==> src/rtl/pattern_mapper.sv <==
// LE Coded pattern mapper: spreads each FEC-encoded bit into 4 chips (S=8) or forwards
// it unchanged (S=2), with a 1-bit AXI-Stream style handshake on both sides.
package pattern_mapper_pkg;
    typedef enum logic {
        CI_S8 = 1'b0,
        CI_S2 = 1'b1
    } ble_ci_t;
endpackage

module pattern_mapper
    import pattern_mapper_pkg::*;
(
    input  logic    aclk,
    input  logic    areset,
    input  logic    restart,
    input  logic    bypass,
    input  ble_ci_t coding_indicator,
    input  logic    input_tdata,
    input  logic    input_tvalid,
    output logic    input_tready,
    input  logic    input_tlast,
    output logic    output_tdata,
    output logic    output_tvalid,
    input  logic    output_tready,
    output logic    output_tlast
);

    logic       bit_q;
    logic       last_q;
    logic [1:0] idx_q;
    logic       valid_q;
    ble_ci_t    ci_q;
    logic       pkt_open_q;

    logic last_idx;
    logic chip_done;
    logic core_ready;
    logic accept;
    logic chip_data;

    // S8 pattern: bit,bit,~bit,~bit, so the upper half of the index inverts the chip.
    assign last_idx   = (ci_q == CI_S2) || (idx_q == 2'd3);
    assign chip_done  = output_tready && valid_q && last_idx;
    assign core_ready = !restart && (!valid_q || chip_done);
    assign accept     = !bypass && input_tvalid && core_ready;
    assign chip_data  = bit_q ^ ((ci_q == CI_S8) && idx_q[1]);

    always_comb begin
        if (bypass) begin
            output_tdata  = input_tdata;
            output_tvalid = input_tvalid;
            output_tlast  = input_tlast;
            input_tready  = output_tready;
        end else begin
            output_tdata  = chip_data;
            output_tvalid = valid_q;
            output_tlast  = valid_q && last_q && last_idx;
            input_tready  = core_ready;
        end
    end

    always_ff @(posedge aclk or posedge areset) begin
        if (areset) begin
            bit_q      <= 1'b0;
            last_q     <= 1'b0;
            idx_q      <= 2'd0;
            valid_q    <= 1'b0;
            ci_q       <= CI_S8;
            pkt_open_q <= 1'b0;
        end else if (restart) begin
            bit_q      <= 1'b0;
            last_q     <= 1'b0;
            idx_q      <= 2'd0;
            valid_q    <= 1'b0;
            ci_q       <= CI_S8;
            pkt_open_q <= 1'b0;
        end else if (!bypass) begin
            if (accept) begin
                bit_q      <= input_tdata;
                last_q     <= input_tlast;
                idx_q      <= 2'd0;
                valid_q    <= 1'b1;
                pkt_open_q <= 1'b1;
                // A new packet starts either from idle or right as the previous tlast chip leaves.
                if (!pkt_open_q || (chip_done && last_q)) begin
                    ci_q <= coding_indicator;
                end
            end else if (chip_done) begin
                valid_q <= 1'b0;
                if (last_q) begin
                    pkt_open_q <= 1'b0;
                end
            end else if (output_tready && valid_q) begin
                idx_q <= idx_q + 2'd1;
            end
        end
    end

endmodule

==> config.mk <==
export PLATFORM = sky130hd
export DESIGN_NAME = pattern_mapper
export DESIGN_NICKNAME = d
export VERILOG_FILES = /design/src/rtl/pattern_mapper.sv
export SDC_FILE = /design/constraint.sdc
export NUM_CORES = 1
export LEC_CHECK = 0
export ABC_AREA = 1
export CAP_MARGIN = 20
export CORE_AREA = 4 4 41 43
export CTS_CLUSTER_DIAMETER = 30
export DETAILED_ROUTE_END_ITERATION = 10
export DIE_AREA = 0 0 45 47
export PLACE_DENSITY = 0.58
export SYNTH_ARGS = -nofsm -noshare
export SYNTH_HDL_FRONTEND = slang
export SYNTH_SLANG_ARGS = --single-unit
==> constraint.sdc <==
create_clock -name aclk -period 2.85 [get_ports aclk]
set_clock_uncertainty 0.15 [all_clocks]
set_input_delay 0.7125 -clock aclk [delete_from_list [all_inputs] [get_ports aclk]]
set_output_delay 0.7125 -clock aclk [all_outputs]
set_load 0.02 [all_outputs]
* Yosys cells after proc, flatten, opt, wreduce, memory -nomap -nowiden
Index checks and enable logic that the tools add are counted.
** Word-level totals
- Word-level logic and storage cells :: 66
- Bits in registers :: 7
- Memory bits (read-only) :: 0
- Bits in latches :: 0
- Memories kept :: 0
- Memory bits (writable) :: 0
- Output and inout port bits :: 4
** Cells by class
- Div/mod/pow operators :: 0
- Shift-type cells :: 0
- Bitwise operators :: 2
- Equal/unequal tests :: 3
- Add/sub/neg operators :: 1
- Mux-type cells :: 28
- $lt $le $gt $ge :: 0
- $mul :: 0
- Reduce and logical (&&, ||, !) cells :: 26
** Operator list (count)
- 1-bit 2-to-1 mux :: 23
- 2-bit 2-to-1 mux :: 5
- 1-bit logical AND :: 9
- 3-bit AND reduction :: 3
- 3-bit nonzero test :: 3
- 1-bit zero test :: 4
- 2-bit AND reduction :: 2
- 2-bit nonzero test :: 2
- 1-bit logical OR :: 3
- 3-bit by 2-bit inequality test with 1-bit output, second input constant :: 1
- 2-bit by 1-bit adder with 2-bit output, second input constant :: 1
- 2-bit equality test, second input constant :: 1
- 2-bit inequality test, second input constant :: 1
- 1-bit NOT :: 1
- 1-bit XOR :: 1

* Depth between registers and ports, before layout
Gate-level depths: netlist (run 1).
- Depth in word-level cells :: 9
- Gate-level depth with buffers :: 10
- Mapped depth without buffers :: 10

* Worst setup path before layout (run 1)
OpenSTA, ideal clock, no wires.
- Kind :: in2out
- From :: in bypass
- To :: out output_tlast
- Data required time :: 1987 ps
- Slack :: 525 ps
- Stages :: 3
- Arrival :: 1462 ps
- Path through :: inv_1 > nand2_1 > o32ai_1
** Between the ends
- Word-level cells in the longest chain between the ends :: 1
** Ends and longest elaborated chain
- from (decl) :: line 16 : input logic bypass,
- 1-bit 2-to-1 mux :: line 49 : if (bypass) begin
- to (decl) :: line 25 : output logic output_tlast
Every way passes these cells.

* Worst setup path in the final report (run 1)
Same ends and word-level chain as after synthesis.

==> run metrics, run 1 <==
outcome=completed; Post-DRT Antenna Nets=0; Synth Area in Simple Gates=0.357; Synth Area in Adders=0.0275; Syn Nets=74; Hold Vio Cnt, Final=0; Synth top area share=0.385; synth top area cells=dfrtp_1 (38%), nand2_1 (19%), inv_1 (8.2%); Synth Area in XOR/XNOR=0.0192; DR vias=approximately 480; Crit path required time=1990 ps; Reg2Reg Launch Point=idx_q[0]; placed cell count=97; hold_sp=pkt_open_q; Overall Power=about 270 uW; CP Launch Point=bypass; core area=1300 um^2; pwr dens=between 400 and 500 nW/um^2; initial antenna violation count=0; post-synthesis cell type count=16; max-slew violations=0; Max-slew headroom=0.809; Worst setup SP type=input port; Setup Crit Path Kind=input port to primary output; # nets final=between 90 and 100; routed len/inst=around 10 um; measured slew at the worst slew-check pin=around 290 ps; worst vdd ir=~0.00019 V; via/cell ratio=4.76; LEAKAGE=between 0.3 and 0.4 nW; Max clock buf depth=2; final instance count without filler cells=101; total clock sinks=7; mux contribution to synthesized area=0; total negative slack=0 ps; total congestion overflow=0; CP endpoint kind=primary output; all-layer global routing usage=0.126; antenna cells=0; worst slack at placement=-198 ps; min Tclk post-route=~2800 ps; initial cell density of the core=0.350; vias in the first global route=between 400 and 500; Worst Hold Class=flip-flop to flip-flop; layout cells sized above 1=0.174; largest family of logic cells by synthesized area=simple AND/OR/NAND/NOR gates; worst skew pair latency=around 260 ps; CTS tree=built; Post-Syn Instances=64; Yosys Warn Count=0; Post-Syn Area=approximately 460 um^2; Worst Setup Slack, final=74.9 ps; CTS buffer count=3; max cap viols=0; register bit total from synthesis=7; area delta synth->final=45.1%; Finish-stage setup viols=0; H-tree depth=1; unrepaired setup endpoints after global routing=no; period utilization=0.974; CP Data Arrival Time=around 1900 ps; dpl hpwl=810 um; part of the Yosys area used for sequential elements=0.385; first-pass GRT wire length=between 1500 and 2000 um; drt pass-1 iters=4; Yosys top cell by area=dfrtp_1; std cell rows=13; Clock Pin Slew Worst Setup and Hold Paths=about 50 ps; drt total wl=between 1000 and 1500 um; largest net degree at the start of global routing=9; die width=45 um; die area=between 2000 and 2500 um^2; PortBufs=12; dpl cell area=639 um^2; critical path peak fanout=2; die extent in y=roughly 47 um; Design Area, Final=661 um^2; CTS Hold Bufs=0; Synth Area per Inst=7.12 um^2; Synth Area in Compound Gates=0.113; gpl congestion=0.772; DRC=0; Clock Tree Root=clkbuf_4; # IOs=13; drt initial violations=7; f_max=360 MHz
## repair_timing
action | in CTS | in global routing
endpoints found under the setup margin | 4 | 0
setup buffers | 0 | 0
gates resized for setup | 4 | 0
## Yosys cell counts
| cell type | number |
|---|---|
| nand4_1 | 3 |
| nand2_2 | 2 |
| nor2_1 | 2 |
| ha_1 | 1 |
| nand3_1 | 4 |
| a21oi_2 | 1 |
| xor2_1 | 1 |
| o211ai_1 | 1 |
| o32ai_1 | 1 |
| dfrtp_1 | 7 |
| o22ai_1 | 1 |
| inv_1 | 10 |
| nand3_4 | 1 |
| inv_2 | 2 |
| o21ai_0 | 4 |
| nand2_1 | 23 |
## where the power goes
group | switching [mW] | total, mW | leakage, nW | internal, mW
logic | 0.0367 | 0.0682 | 0.250 | 0.0315
clock network | 0.0404 | 0.0940 | 0.0150 | 0.0537
registers | 0.00453 | 0.111 | 0.0938 | 0.106
total | 0.0816 | 0.273 | 0.358 | 0.192
## critical path: stages
cell             delay [ps]
clkdlybuf4s50_1         420
inv_1                    80
nand2_1                  70
o32ai_1                 260
dlygate4sd2_1           370
## path summary, 6_finish.rpt
check                               end  slack (ps)  cells past startpoint
setup / recovery           output_tlast          70                      5
hold / removal               pkt_open_q         340                      2
setup reg to reg               idx_q[1]        1200                      9
hold reg to reg              pkt_open_q         340                      2
max in group asynchronous        last_q        1790                      2
min in group asynchronous      idx_q[0]         540                      2
## flip-flops by register name, summed over array words and instances, names as in the netlist
signal      count
bit_q           1
pkt_open_q      1
idx_q           2
valid_q         1
ci_q            1
last_q          1
## cell usage in the layout, fill, tap and decap left out, drive strengths merged
cell type and n:
nand2 25, inv 12, clkdlybuf4s50 8, dfrtp 7
buf 6, nand3 5, o21ai 4, dlygate4sd2 4
clkbuf 4, nand4 3, nor2 2, a21oi 1
o32ai 1, xor2 1, o211ai 1, o22ai 1
ha 1
## logic make-up after synthesis
group / after synthesis
buffers and inverters: 12
flip-flops: 7
XOR/XNOR: 1
adder cells (fa/ha/maj): 1
AO/OA/AOI/OAI: 8
AND/OR/NAND/NOR: 35
## through the flow
step | hold slack (ps) | utilization
2_1_floorplan | 292 | -
3_3_place_gp | 307 | 0.491
5_1_grt | 389 | 0.508
3_5_place_dp | 315 | 0.491
4_1_cts | 356 | 0.508
6_report | 345 | 0.508
## layer usage
layer  wire (um)  track usage  vias up
li1            -            -      249
met1         463        0.155      210
met2         468        0.186       17
met3          87       0.0383        5
met4          31       0.0877        0
met5           0            0        -
## area by class of cell
| class | instances | area, um^2 |
|---|---|---|
| Fill cell | 143 | 641 |
| Timing Repair Buffer | 18 | 160 |
| Sequential cell | 7 | 175 |
| Multi-Input combinational cell | 45 | 235 |
| Inverter | 12 | 45.0 |
| Clock buffer | 4 | 26.3 |
| Tap cell | 15 | 18.8 |
Power figures use the tool's default switching activity.
==> inputs of run 2 (changes only) <==
- CAP_MARGIN: 20 -> unset
==> results of run 2 <==
No change in the layout: final DEF, timing and power equal those of run 1.
